**src/rtl/feature_binarizer_pkg.sv**
```systemverilog
// Shared widths, payload types and control states for the feature binarizer.
package feature_binarizer_pkg;

  localparam int unsigned N_MEL        = 32;
  localparam int unsigned BIT_WIDTH    = 16;
  localparam int unsigned N_TH_M       = 4;
  localparam int unsigned N_TH_F       = 4;
  localparam int unsigned RD_LAT       = 2;
  localparam int unsigned FEAT_PER_BIN = N_TH_M + N_TH_F;
  localparam int unsigned FW           = FEAT_PER_BIN * N_MEL;
  localparam int unsigned CFG_ADDR_W   = 3;
  localparam int unsigned FIDX_W       = 8;
  localparam int unsigned CNT_W        = $clog2(N_MEL + 1);
  localparam int unsigned SLOT_W       = $clog2(N_MEL);

  typedef logic [BIT_WIDTH-1:0] sample_t;

  // Threshold bank: mfcc thresholds in the low entries, flux above them.
  typedef sample_t [FEAT_PER_BIN-1:0] thr_bank_t;

  typedef struct packed {
    logic [N_TH_F-1:0] f;
    logic [N_TH_M-1:0] m;
  } bin_t;

  typedef enum logic [1:0] {FB_FILL, FB_XFER, FB_HOLD} fb_state_t;

endpackage

```
**src/rtl/feature_binarizer_if.sv**
```systemverilog
// Bin input stream and frame output stream of the feature binarizer.
interface feature_binarizer_if;
  import feature_binarizer_pkg::*;

  logic              mel_valid;
  sample_t           mfcc_data;
  sample_t           flux_data;
  logic              mel_ready;
  logic              feat_valid;
  logic              feat_ready;
  logic [FW-1:0]     feat_data;
  logic [FIDX_W-1:0] frame_idx;

  modport master (
    output mel_valid, mfcc_data, flux_data, feat_ready,
    input  mel_ready, feat_valid, feat_data, frame_idx
  );

  modport slave (
    input  mel_valid, mfcc_data, flux_data, feat_ready,
    output mel_ready, feat_valid, feat_data, frame_idx
  );

endinterface

```
**src/rtl/feature_binarizer_thermo_encoder.sv**
```systemverilog
// Thermometer code: bit k set when value is strictly above threshold k (unsigned).
module feature_binarizer_thermo_encoder #(
  parameter int unsigned N = 4,
  parameter int unsigned W = 16
) (
  input  logic [W-1:0]        value_i,
  input  logic [N-1:0][W-1:0] thr_i,
  output logic [N-1:0]        code_c_o
);

  always_comb begin
    code_c_o = '0;
    for (int unsigned k = 0; k < N; k++) begin
      code_c_o[k] = (value_i > thr_i[k]);
    end
  end

endmodule

```
**src/rtl/feature_binarizer.sv**
```systemverilog
// Encodes mel bins against global thresholds and assembles them into
// frame vectors handed downstream with valid/ready.
module feature_binarizer
  import feature_binarizer_pkg::*;
(
  input  logic                  clk,
  input  logic                  rst_n,
  input  logic                  spi_en_inf_system_sync,
  input  logic                  cfg_we,
  input  logic [CFG_ADDR_W-1:0] cfg_addr,
  input  sample_t               cfg_wdata,
  feature_binarizer_if.slave    bus,
  output logic                  overflow_err
);

  fb_state_t         state_q, state_d;
  logic [CNT_W-1:0]  asm_cnt_q, asm_cnt_d, cnt_base_c;
  bin_t [N_MEL-1:0]  asm_vec_q, asm_vec_d;
  logic [FW-1:0]     feat_data_q, feat_data_d;
  logic              out_full_q, out_full_d;
  logic [FIDX_W-1:0] frame_idx_q, frame_idx_d;
  logic              ovf_q, ovf_d;
  logic              mel_ready_q, mel_ready_d;
  thr_bank_t         thr_q, thr_d;

  logic [N_TH_M-1:0] m_code_c;
  logic [N_TH_F-1:0] f_code_c;
  bin_t              bin_c;
  logic              xfer_c;
  logic              handshake_c;

  feature_binarizer_thermo_encoder #(.N(N_TH_M), .W(BIT_WIDTH)) u_enc_mfcc (
    .value_i  (bus.mfcc_data),
    .thr_i    (thr_q[N_TH_M-1:0]),
    .code_c_o (m_code_c)
  );

  feature_binarizer_thermo_encoder #(.N(N_TH_F), .W(BIT_WIDTH)) u_enc_flux (
    .value_i  (bus.flux_data),
    .thr_i    (thr_q[FEAT_PER_BIN-1:N_TH_M]),
    .code_c_o (f_code_c)
  );

  assign bin_c = {f_code_c, m_code_c};

  // Next-state: transfer a complete frame when the output slot is free or draining this cycle.
  always_comb begin
    state_d     = state_q;
    asm_cnt_d   = asm_cnt_q;
    asm_vec_d   = asm_vec_q;
    feat_data_d = feat_data_q;
    out_full_d  = out_full_q;
    frame_idx_d = frame_idx_q;
    ovf_d       = ovf_q;
    thr_d       = thr_q;
    mel_ready_d = mel_ready_q;

    xfer_c      = (state_q == FB_XFER) || ((state_q == FB_HOLD) && bus.feat_ready);
    handshake_c = out_full_q && bus.feat_ready;
    cnt_base_c  = xfer_c ? '0 : asm_cnt_q;

    if (cfg_we) begin
      for (int unsigned k = 0; k < FEAT_PER_BIN; k++) begin
        if (cfg_addr == CFG_ADDR_W'(k)) thr_d[CFG_ADDR_W'(k)] = cfg_wdata;
      end
    end

    if (!spi_en_inf_system_sync) begin
      asm_cnt_d   = '0;
      asm_vec_d   = '0;
      feat_data_d = '0;
      out_full_d  = 1'b0;
      frame_idx_d = '0;
      ovf_d       = 1'b0;
    end else begin
      asm_cnt_d = cnt_base_c;
      if (xfer_c) begin
        feat_data_d = asm_vec_q;
        out_full_d  = 1'b1;
      end else if (handshake_c) begin
        out_full_d  = 1'b0;
      end
      if (handshake_c) frame_idx_d = frame_idx_q + FIDX_W'(1);
      if (bus.mel_valid) begin
        if (cnt_base_c < CNT_W'(N_MEL)) begin
          asm_vec_d[cnt_base_c[SLOT_W-1:0]] = bin_c;
          asm_cnt_d = cnt_base_c + CNT_W'(1);
        end else begin
          ovf_d = 1'b1;
        end
      end
    end

    if (asm_cnt_d == CNT_W'(N_MEL)) state_d = out_full_d ? FB_HOLD : FB_XFER;
    else                            state_d = FB_FILL;

    // Leave room for the reads upstream has already issued.
    mel_ready_d = !(out_full_d && (asm_cnt_d >= CNT_W'(N_MEL - RD_LAT)));
  end

  always_ff @(posedge clk) begin
    if (!rst_n) begin
      state_q     <= FB_FILL;
      asm_cnt_q   <= '0;
      asm_vec_q   <= '0;
      feat_data_q <= '0;
      out_full_q  <= 1'b0;
      frame_idx_q <= '0;
      ovf_q       <= 1'b0;
      mel_ready_q <= 1'b1;
      thr_q       <= '0;
    end else begin
      state_q     <= state_d;
      asm_cnt_q   <= asm_cnt_d;
      asm_vec_q   <= asm_vec_d;
      feat_data_q <= feat_data_d;
      out_full_q  <= out_full_d;
      frame_idx_q <= frame_idx_d;
      ovf_q       <= ovf_d;
      mel_ready_q <= mel_ready_d;
      thr_q       <= thr_d;
    end
  end

  assign bus.mel_ready  = mel_ready_q;
  assign bus.feat_valid = out_full_q;
  assign bus.feat_data  = feat_data_q;
  assign bus.frame_idx  = frame_idx_q;
  assign overflow_err   = ovf_q;

endmodule

```
**src/flat_wrapper.sv**
```systemverilog
// flat-port wrapper written by rule: the top's interface ports become plain ports
module feature_binarizer_flat import feature_binarizer_pkg::*;
  (clk, rst_n, spi_en_inf_system_sync, cfg_we, cfg_addr, cfg_wdata, overflow_err, bus_mel_valid, bus_mfcc_data, bus_flux_data, bus_feat_ready, bus_mel_ready, bus_feat_valid, bus_feat_data, bus_frame_idx);
  feature_binarizer_if bus_i ();
  input  logic clk;
  input  logic rst_n;
  input  logic spi_en_inf_system_sync;
  input  logic cfg_we;
  input  logic [CFG_ADDR_W-1:0] cfg_addr;
  input  sample_t cfg_wdata;
  output logic overflow_err;
  input wire logic [$bits(bus_i.mel_valid)-1:0] bus_mel_valid;
  input wire logic [$bits(bus_i.mfcc_data)-1:0] bus_mfcc_data;
  input wire logic [$bits(bus_i.flux_data)-1:0] bus_flux_data;
  input wire logic [$bits(bus_i.feat_ready)-1:0] bus_feat_ready;
  output wire logic [$bits(bus_i.mel_ready)-1:0] bus_mel_ready;
  output wire logic [$bits(bus_i.feat_valid)-1:0] bus_feat_valid;
  output wire logic [$bits(bus_i.feat_data)-1:0] bus_feat_data;
  output wire logic [$bits(bus_i.frame_idx)-1:0] bus_frame_idx;
  assign bus_i.mel_valid = bus_mel_valid;
  assign bus_i.mfcc_data = bus_mfcc_data;
  assign bus_i.flux_data = bus_flux_data;
  assign bus_i.feat_ready = bus_feat_ready;
  assign bus_mel_ready = bus_i.mel_ready;
  assign bus_feat_valid = bus_i.feat_valid;
  assign bus_feat_data = bus_i.feat_data;
  assign bus_frame_idx = bus_i.frame_idx;
  feature_binarizer u_core (.clk(clk), .rst_n(rst_n), .spi_en_inf_system_sync(spi_en_inf_system_sync), .cfg_we(cfg_we), .cfg_addr(cfg_addr), .cfg_wdata(cfg_wdata), .bus(bus_i), .overflow_err(overflow_err));
endmodule
```
**config.mk**
```make
export PLATFORM = sky130hd
export DESIGN_NAME = feature_binarizer_flat
export DESIGN_NICKNAME = d
export VERILOG_FILES = /design/src/rtl/feature_binarizer_pkg.sv /design/src/rtl/feature_binarizer_if.sv /design/src/rtl/feature_binarizer_thermo_encoder.sv /design/src/rtl/feature_binarizer.sv /design/src/flat_wrapper.sv
export SDC_FILE = /design/constraint.sdc
export NUM_CORES = 1
export LEC_CHECK = 0
export BUFFER_PORTS_ARGS = -buffer_cell sky130_fd_sc_hd__buf_4
export CORE_UTILIZATION = 45
export CTS_BUF_LIST = sky130_fd_sc_hd__clkbuf_16
export CTS_CLUSTER_SIZE = 8
export DETAILED_ROUTE_END_ITERATION = 7
export PLACE_DENSITY = 0.67
export RECOVER_POWER = 25
export SLEW_MARGIN = 15
export SYNTH_ARGS = -nofsm -noshare
export SYNTH_HDL_FRONTEND = slang
export SYNTH_SLANG_ARGS = --single-unit
```
**constraint.sdc**
```tcl
create_clock -name clk -period 3 [get_ports clk]
set_input_delay 0.45 -clock clk [delete_from_list [all_inputs] [get_ports clk]]
set_output_delay 0.45 -clock clk [all_outputs]
set_load 0.05 [all_outputs]
```
==> impl_results.md, run 1 <==
- Post-route minimum period: 2.766 ns
- Class of the tightest hold or removal check: input pin to flop
- Relative contribution of combinational cells to total power: under 10%
- Count of filler cells inserted in the layout: around 5000
- Top-Level Pins: 324
- Total internal power: about 0.015 W
- 1st-iter DRT viols: 1564
- # clock sinks: between 600 and 700
- Row cnt: 86
- Largest stage delay on the critical path: approximately 0.74 ns
- Switching share of power: 22.84%
- Final routed wire length divided by cell count: about 20 um
- Half-perimeter wire length of the detailed placement result: 53840 um
- Cell count of the worst reg-to-reg path: 5
- Number of vias after detailed routing: roughly 22000
- Maximum fanout encountered on the critical timing path: 260
- Die Height: approximately 240 um
- Effective utilization at floorplan: between 40% and 50%
- Clock transition at path regs: 0.05 ns
- Resized cells post-CTS: 0
- IO Port Bufs: between 300 and 400
- Number of enable flip-flop cells after synthesis: 0
- Summed area of non-filler cells in the final layout: approximately 0.03 sq mm
- Max H-tree Level: 3
- Most common cell after layout, fill and taps aside: nand2_1
- Ys async rst share: 0%
- Timing-limited maximum frequency: between 0.3 and 0.4 GHz
- Pin count of the biggest net entering global routing: between 200 and 300
- Worst IR drop on VDD: slightly above 0.4 mV
- Cell chain of the critical path: and3b_1 -> nor2_4 -> buf_12 -> a31oi_1 -> a22o_1
- Die area: 0.05766 sq mm
- Max Cap Violations: 2
- Mean post-synth cell area: around 8.7 sq um
- CTS Root Cell: clkbuf_16
- Post-synthesis register bit count: roughly 660
- Number of buffers created by CTS: 92
- Final setup violating endpoints: 0
- Total of warnings raised by yosys: 0
- Fin crit share: between 90% and 100%
- Library cells used by synthesis: 47
- Clock skew: 0.02236 ns
- Number of max-slew violations in the final report: between 100 and 150
- Multi-input gate area in the final layout: approximately 0.011 sq mm
- Ratio of cells with drive above 1 in the final layout: 12.57%
- Kind of start point of the critical path: flop
- Top cells by area, synth: dfxtp_1 (52%), nand2_1 (12%), a21oi_1 (9.2%)
- Relative slew slack: -36.24%
- Antenna diode count: 0
- Switching power: approximately 0.0043 W
- Instance count of the mapped netlist: approximately 2900
- Actual transition at the worst max-transition pin: ~2.0 ns
- Cell depth of the worst setup path: 5
- Net count after synthesis: 3128
- Cell class contributing the biggest share of worst-path delay: compound AO/OA/AOI/OAI gates
- Largest area contributor in the netlist: dfxtp_1
- Drt via density: between 5 and 6
- Failing checks: capacitance limit, slew limit
- Maximum root-to-sink buffer count: 3
- CP Buf/Inv Count: 1
- Final hold slack: 0.1344 ns
- Antenna violation net count after detailed routing: 0
- Summed instance area of the synthesized netlist: ~0.026 sq mm
- Share of total power in sequential cells: between 40% and 50%
- Cell area reported after detailed placement: 0.02879 sq mm
- Initial antenna violation count: 2
- Via count of the first global-routing pass: between 20000 and 25000
- Part of the total power dissipated in the clock network: a little under half
- Final wirelength: 77700 um
- Required arrival time at the worst endpoint: 3.50 ns
- Clock latency on the worst-skew pair: between 0.6 and 0.7 ns
- Number of hold violations in the final report: 0
- Unrepaired setup endpoints after global routing: no
- Data arrival time of the critical path: 3.27 ns
- Area of the core: around 0.056 sq mm
- All-Layer GR Usage: a little over a quarter
- Count of cells along the worst hold path: 3
- Length of the first detailed-routing pass in iterations: 5
- # DRC: 0
- Setup total negative slack: 0 ns
- Area share of the largest cell type after synthesis: 51.71%
- Power density cells: between 600 and 700 mW/mm^2
- Placer's final routability congestion estimate: between 0.8 and 0.9
- Post-CTS Setup Inserts: 0
- Total global routing overflow: 0
- Number of nets at the end of the flow: around 3400
- Share of the yosys chip area belonging to registers: between 50% and 60%
- CTS tree: done
- Floorplan die width: between 200 and 250 um
- Layout overhead on the synthesized area: 20.87%
- Wire length of the first global-routing pass: between 100000 and 150000 um
- Crit path capture type: flop
- Critical Path Slowest Stage Cell: buf_12
- LEAKAGE: approximately 11 nW
- Most frequent cells in the layout: nand2_1 (822), dfxtp_1 (659), a21oi_1 (467)
- Primary flip-flop cell chosen by synthesis mapping: dfxtp_1
- Sequential cell area: around 0.013 sq mm
- Path type of the worst setup path: flop to flop
- CTS Hold Buffers Added: 0
- Outcome: finished with violations
-- stage by stage --
stage / util (%) / power [W] / instances / worst slack, ns
after floorplan: - / 0.009569 / 2938 / -0.02342
after global placement: 51.86 / 0.009980 / 3886 / 0.2267
after detailed placement: 51.86 / 0.01001 / 3886 / 0.1148
after CTS: 56.24 / 0.01903 / 3987 / 0.3478
after global routing: 55.54 / 0.01950 / 3987 / 0.07233
final: 55.54 / 0.01890 / 3987 / 0.2339
-- sequential cells by signal (all words and copies together) (netlist names), 2 cells and up --
register,count
u_core.bus.frame_idx,8
u_core.bus.feat_data,256
u_core.state_q,2
u_core.asm_vec_q,256
u_core.thr_q,128
u_core.asm_cnt_q,6
-- cell usage after synthesis (2+ instances only) --
library cell  count
buf_1             5
o211ai_1          8
clkbuf_1        125
and3_1            3
nor2_1           74
a21oi_1         467
nor2b_1          14
buf_2            40
ha_1            133
a31oi_1          12
xor2_1            4
nand2_1         824
a22o_1          232
o21ai_0          30
and2_1            6
inv_1           136
nor2_4            2
a21oi_2           8
nand4_1          37
nor3_1            8
or3_1             2
xnor2_1           2
dfxtp_1         659
and3b_1           3
a32o_1           24
o311a_1           3
a21oi_4           4
nand3_1          23
nor4_1           10
nand2b_1          7
clkbuf_2         10
a2111o_1          8
-- routing by layer --
layer  up-vias  wire [um]  global-route usage [%]
met1     10620      33550                   34.27
met5         -         23                       0
met4         4       2405                   10.27
met3       134       4813                   4.122
met2       706      36900                   43.60
li1      10610          -                       -
-- worst reg2reg max path: stages, from the launching register on --
cell and delay (ns):
dfxtp_1 0.36, and3b_1 0.30, nor2_4 0.18, buf_12 0.74, a31oi_1 0.71, a22o_1 0.36
-- logic make-up after synthesis --
| kind of cell | count (synthesis) | synth area share, % |
|---|---|---|
| XOR/XNOR | 6 | 0.2060 |
| flip-flops | 659 | 51.71 |
| multiplexers | 1 | 0.03923 |
| AO/OA/AOI/OAI | 803 | 20.41 |
| buffers and inverters | 316 | 4.894 |
| AND/OR/NAND/NOR | 1020 | 16.23 |
| adder cells (fa/ha/maj) | 133 | 6.522 |
-- worst paths after layout --
check,start,end,slack [ns]
max reg2reg,u_core.state_q[0],u_core.asm_vec_q[251],0.23
min reg2reg,u_core.bus.feat_data[100],u_core.bus.feat_data[100],0.45
min,cfg_wdata[7],u_core.thr_q[39],0.13
max,u_core.state_q[0],u_core.asm_vec_q[251],0.23
-- power groups by stage --
stage	Clock, W	Combinational [W]	Sequential (W)
floorplan	0	0.000566	0.00900
finish	0.00904	0.00101	0.00884
global placement	0	0.000969	0.00901
detailed placement	0	0.00100	0.00901
global route	0.00957	0.00109	0.00883
CTS	0.00919	0.00100	0.00884
-- layout make-up --
cell class / instances / share of cell area, %
clock buffers: 94 / 7.627
clock inverters: 7 / 0.2515
flip-flops and latches: 659 / 42.78
inverters: 136 / 1.659
well taps: 748 / 3.035
multi-input cells: 1963 / 36.34
repair buffers: 380 / 8.305
Power figures use the tool's default switching activity.
==> inputs of run 2 (changes only) <==
--- a/config.mk
+++ b/config.mk
@@ -5,9 +5,9 @@
 export SDC_FILE = /design/constraint.sdc
 export NUM_CORES = 1
 export LEC_CHECK = 0
+export ABC_AREA = 0
 export BUFFER_PORTS_ARGS = -buffer_cell sky130_fd_sc_hd__buf_4
 export CORE_UTILIZATION = 45
-export CTS_BUF_LIST = sky130_fd_sc_hd__clkbuf_16
 export CTS_CLUSTER_SIZE = 8
 export DETAILED_ROUTE_END_ITERATION = 7
 export PLACE_DENSITY = 0.67
==> run 2 against run 1 <==
Effect of this change: the flow still finishes with violations (capacitance limit, slew limit); utilization barely moved; non-clock buffer count did not move; cell area barely moved; clock power up 0.4%; setup slack better by 0.033 ns; highest routed layer unchanged; sequential share of layout area about the same; register-to-register slack improved by 0.03 ns; critical endpoint is now u_core.asm_vec_q[125]; largest cell class unchanged; maximum frequency is 1.2% higher; critical path depth unchanged.
==> impl_results.md, run 2 (same netlist as run 1, synthesis figures left out) <==
- Outcome: finished with violations
- Failing checks: capacitance limit, slew limit
- Max Cap Violations: 2
- Timing-limited maximum frequency: ~0.37 GHz
- Final wirelength: about 80000 um
- Maximum fanout encountered on the critical timing path: between 200 and 300
- Length of the first detailed-routing pass in iterations: 5
- 1st-iter DRT viols: 1607
- Number of nets at the end of the flow: 3422
- Effective utilization at floorplan: a little under half
- Post-route minimum period: ~2.7 ns
- Die Height: 240.1 um
- Cell chain of the critical path: and3b_1 -> nor2_4 -> buf_12 -> a31oi_1 -> a22o_1
- Pin count of the biggest net entering global routing: between 200 and 300
- IO Port Bufs: approximately 320
- Most frequent cells in the layout: nand2_1 (822), dfxtp_1 (659), a21oi_1 (467)
- Pre-CTS setup slack: around 0.11 ns
- Multi-input gate area in the final layout: 0.01121 sq mm
- Path type of the worst setup path: flop to flop
- Number of vias after detailed routing: about 22000
- Data arrival time of the critical path: between 3 and 4 ns
- Number of hold violations in the final report: 0
- Layout overhead on the synthesized area: 20.92%
- Required arrival time at the worst endpoint: 3.51 ns
- Row cnt: 86
- Largest stage delay on the critical path: about 0.77 ns
- Power density cells: 613.5 mW/mm^2
- Clock transition at path regs: 0.05 ns
- Crit path capture type: flop
- Final cell utilization of the core: between 50% and 60%
- # clock sinks: 659
- Total global routing overflow: 0
- Placer's final routability congestion estimate: 0.8816
- Die area: ~0.058 sq mm
- Kind of start point of the critical path: flop
- Ratio of cells with drive above 1 in the final layout: approximately 13%
- Count of filler cells inserted in the layout: between 5000 and 6000
- Worst path setup slack after routing: between 0.2 and 0.3 ns
- Drt via density: between 5 and 6
- Clock latency on the worst-skew pair: between 0.6 and 0.7 ns
- Max H-tree Level: 3
- CTS tree: done
- Critical Path Slowest Stage Cell: buf_12
- Fin crit share: between 90% and 100%
- Post-CTS Setup Inserts: 0
- Initial antenna violation count: 2
- Top-Level Pins: 324
- Final setup violating endpoints: 0
- Half-perimeter wire length of the detailed placement result: between 50000 and 60000 um
- Number of max-slew violations in the final report: between 100 and 150
- Number of buffers created by CTS: 92
- Maximum root-to-sink buffer count: 3
- Unrepaired setup endpoints after global routing: no
- Most common cell after layout, fill and taps aside: nand2_1
- Clock skew: roughly 0.023 ns
- Sequential cell area: 0.01319 sq mm
- Area of the core: ~0.056 sq mm
- CTS Root Cell: clkbuf_16
- Resized cells post-CTS: 0
- Relative slew slack: -36.20%
- CTS Hold Buffers Added: 0
- Wire length of the first global-routing pass: 117200 um
- Final routed wire length divided by cell count: between 15 and 20 um
- LEAKAGE: ~11 nW
- Class of the tightest hold or removal check: input pin to flop
- Antenna violation net count after detailed routing: 0
- Worst IR drop on VDD: 0.4041 mV
- # DRC: 0
- Actual transition at the worst max-transition pin: slightly above 2 ns
- Via count of the first global-routing pass: ~21000
- Floorplan die width: approximately 240 um
- All-Layer GR Usage: 26.31%
run 2: cell count changes in the layout (fill, tap and decap cells not counted):
cell / previous run / this run
clkbuf_8: 0 / 1
inv_1: 138 / 135
clkbuf_1: 98 / 101
clkinv_1: 1 / 0
diode_2: 0 / 1
run 2: layer usage:
metal / wire, um / global-route usage (%)
met5: 23 / 0
met4: 2416 / 10.27
met3: 5183 / 4.122
met2: 36790 / 43.60
met1: 33270 / 34.27
run 2: worst paths after layout:
path / endpoint / slack (ns) / from / cells past startpoint
min: u_core.thr_q[41] / 0.13 / cfg_wdata[9] / 3
max: u_core.asm_vec_q[125] / 0.27 / u_core.state_q[0] / 5
min reg2reg: u_core.bus.feat_data[100] / 0.45 / u_core.bus.feat_data[100] / 2
max reg2reg: u_core.asm_vec_q[125] / 0.27 / u_core.state_q[0] / 5
run 2: per-stage QoR:
stage	area [sq um]	setup TNS [ns]	total power [W]	hold WS [ns]	std cells
finish	30850	0	0.01893	0.1336	3988
CTS	31230	0	0.01907	0.07456	3987
detailed placement	28790	0	0.01001	0.4443	3886
floorplan	25510	-0.3747	0.009569	0.4357	2938
global route	30850	0	0.01954	0.1320	3987
global placement	28790	0	0.009980	0.4412	3886
run 2: power by group:
| group | switching (W) | internal (W) | total (W) |
|---|---|---|---|
| Sequential | 0.0000253 | 0.00882 | 0.00884 |
| Combinational | 0.000717 | 0.000292 | 0.00101 |
| Clock | 0.00357 | 0.00550 | 0.00908 |
run 2: layout make-up:
type                       instances  share of cell area (%)
inverter                         136                   1.659
clock buffer                      98                   7.705
timing repair buffer             380                   8.302
tap                              748                   3.033
multi-input combinational       1963                   36.33
clock inverter                     3                  0.2028
antenna                            1                0.008111
sequential                       659                   42.76
run 2: worst max-delay path, delay by kind of cell, from the launching register on:
family                 cells  cell delay, ns
AND/OR/NAND/NOR            2            0.47
flip-flops                 1            0.36
AO/OA/AOI/OAI              2            0.84
buffers and inverters      1            0.77
==> inputs of run 3 (changes only) <==
==> constraint.sdc (replaced) <==
create_clock -name clk -period 2.3 [get_ports clk]
set_input_delay 0.345 -clock clk [delete_from_list [all_inputs] [get_ports clk]]
set_output_delay 0.345 -clock clk [all_outputs]
set_load 0.05 [all_outputs]
==> run 3 against run 2 <==
Effect of this change: the run still ends with capacitance limit, slew limit left; maximum frequency grew 21%; non-clock buffer count grew 50; cell count grew 1.3%; cell area grew 0.99%; largest cell class unchanged; highest routed layer unchanged.
==> impl_results.md, run 3 (same netlist as run 1, synthesis figures left out) <==
- Outcome: finished with violations
- Failing checks: capacitance limit, slew limit
- Wire length of the first global-routing pass: 122800 um
- Timing-limited maximum frequency: approximately 0.44 GHz
- Die area: about 0.058 sq mm
- Drt via density: 5.525
- 1st-iter DRT viols: 1644
- Kind of start point of the critical path: flop
- Setup total negative slack: 0 ns
- Number of hold violations in the final report: 0
- Floorplan die width: 240.1 um
- Crit path capture type: flop
- Pin count of the biggest net entering global routing: 120
- Most common cell after layout, fill and taps aside: nand2_1
- # DRC: 0
- Actual transition at the worst max-transition pin: about 1.5 ns
- Path type of the worst setup path: flop to flop
- Number of max-slew violations in the final report: 40
- Antenna diode count: 0
- Number of vias after detailed routing: between 20000 and 25000
- Max Cap Violations: 1
- Final setup violating endpoints: 0
- CTS tree: done
- Power density cells: between 700 and 800 mW/mm^2
- Data arrival time of the critical path: roughly 2.8 ns
- Row cnt: 86
- Ratio of cells with drive above 1 in the final layout: ~12%
- Number of buffers created by CTS: 92
- Antenna violation net count after detailed routing: 0
- CTS Root Cell: clkbuf_16
- Length of the first detailed-routing pass in iterations: 5
- Via count of the first global-routing pass: 21750
- Max H-tree Level: 3
- Final routed wire length divided by cell count: 19.71 um
- Pre-CTS setup slack: -0.01028 ns
- Worst IR drop on VDD: approximately 0.61 mV
- Area of the core: between 0.05 and 0.06 sq mm
- Relative slew slack: -3.121%
- Unrepaired setup endpoints after global routing: yes
- Total global routing overflow: 0
- Effective utilization at floorplan: between 40% and 50%
- Required arrival time at the worst endpoint: roughly 2.9 ns
- All-Layer GR Usage: 27.27%
- Layout overhead on the synthesized area: 22.12%
- Fin crit share: slightly below 100%
- Die Height: approximately 240 um
- Post-route minimum period: approximately 2.3 ns
- Final hold slack: approximately 0.025 ns
- Initial antenna violation count: 3
- Half-perimeter wire length of the detailed placement result: ~55000 um
- Clock skew: around 0.024 ns
- Maximum fanout encountered on the critical timing path: 8
- Class of the tightest hold or removal check: input pin to flop
- Clock transition at path regs: approximately 0.050 ns
- Worst path setup slack after routing: between 0.04 and 0.05 ns
- Most frequent cells in the layout: nand2_1 (821), dfxtp_1 (658), a21oi_1 (462)
- Final wirelength: between 70000 and 80000 um
- IO Port Bufs: ~320
- # clock sinks: between 600 and 700
- Placer's final routability congestion estimate: about 0.9
- Top-Level Pins: 324
- Number of nets at the end of the flow: roughly 3500
- Clock latency on the worst-skew pair: about 0.63 ns
- Maximum root-to-sink buffer count: 3
- LEAKAGE: around 11 nW
-- run 3: cell types whose count changed in the layout (fill, tap and decap cells not counted), moves of 2 or more --
| cell | delta |
|---|---|
| nor2_1 | -6 |
| a31oi_1 | -2 |
| a31oi_4 | +2 |
| nor2_2 | +6 |
| a21oi_2 | +5 |
| clkbuf_1 | +83 |
| buf_4 | -45 |
| nor3_4 | +2 |
| a21oi_1 | -5 |
| nor3_1 | -2 |
| inv_6 | +2 |
| dlygate4sd3_1 | +2 |
| buf_12 | +10 |
-- run 3: per-stage QoR --
stage                     area, sq um  cells  total power [W]  util, %
after floorplan                 25610   2938          0.01249        -
after global placement          29300   3932          0.01309    52.77
after detailed placement        29300   3932          0.01312    52.77
after CTS                       31760   4036          0.02496    57.20
after global routing            31160   4038          0.02561    56.12
final                           31160   4038          0.02481    56.12
-- run 3: final timing paths --
path                             start                         to  slack [ns]  cells past startpoint
max                  u_core.state_q[1]      u_core.asm_vec_q[231]        0.05                      7
min                       cfg_wdata[8]           u_core.thr_q[56]        0.02                      3
max reg2reg          u_core.state_q[1]      u_core.asm_vec_q[231]        0.05                      7
min reg2reg  u_core.bus.feat_data[154]  u_core.bus.feat_data[154]        0.45                      2
-- run 3: report_power, final --
group	internal, W	switching (W)	leakage [nW]
registers	0.0115	0.0000326	5.31
logic	0.000447	0.000948	4.68
clock network	0.00721	0.00468	1.20
-- run 3: repair_timing --
item | 4_1_cts | 5_1_grt
hold buffers | 2 | 0
setup buffers | 0 | 2
gates resized for setup | 0 | 18
endpoints found under the setup margin | 0 | 105
endpoints found under the hold margin | 3 | 0
-- run 3: layer usage --
metal | up-vias | track usage [%] | share of wire, %
met5 | - | 0 | 0.060
met4 | 6 | 10.27 | 3.0
met3 | 125 | 5.431 | 6.8
met2 | 736 | 45.10 | 47
met1 | 10730 | 34.99 | 43
li1 | 10710 | - | -
-- run 3: worst max-delay path: stages (launching register included) --
cell and delay, ns:
dfxtp_1 0.37, nand2b_1 0.14, and3_1 0.29, inv_1 0.10, ha_1 0.28, buf_4 0.20
a21oi_1 0.55, a22o_1 0.25
-- run 3: layout make-up --
type,count,area (sq um)
clock buffer,97,2385
fill,5145,24370
inverter,136,510.5
clock inverter,5,55.05
multi-input combinational,1963,11330
tap,748,935.9
sequential,659,13190
timing repair buffer,430,2748
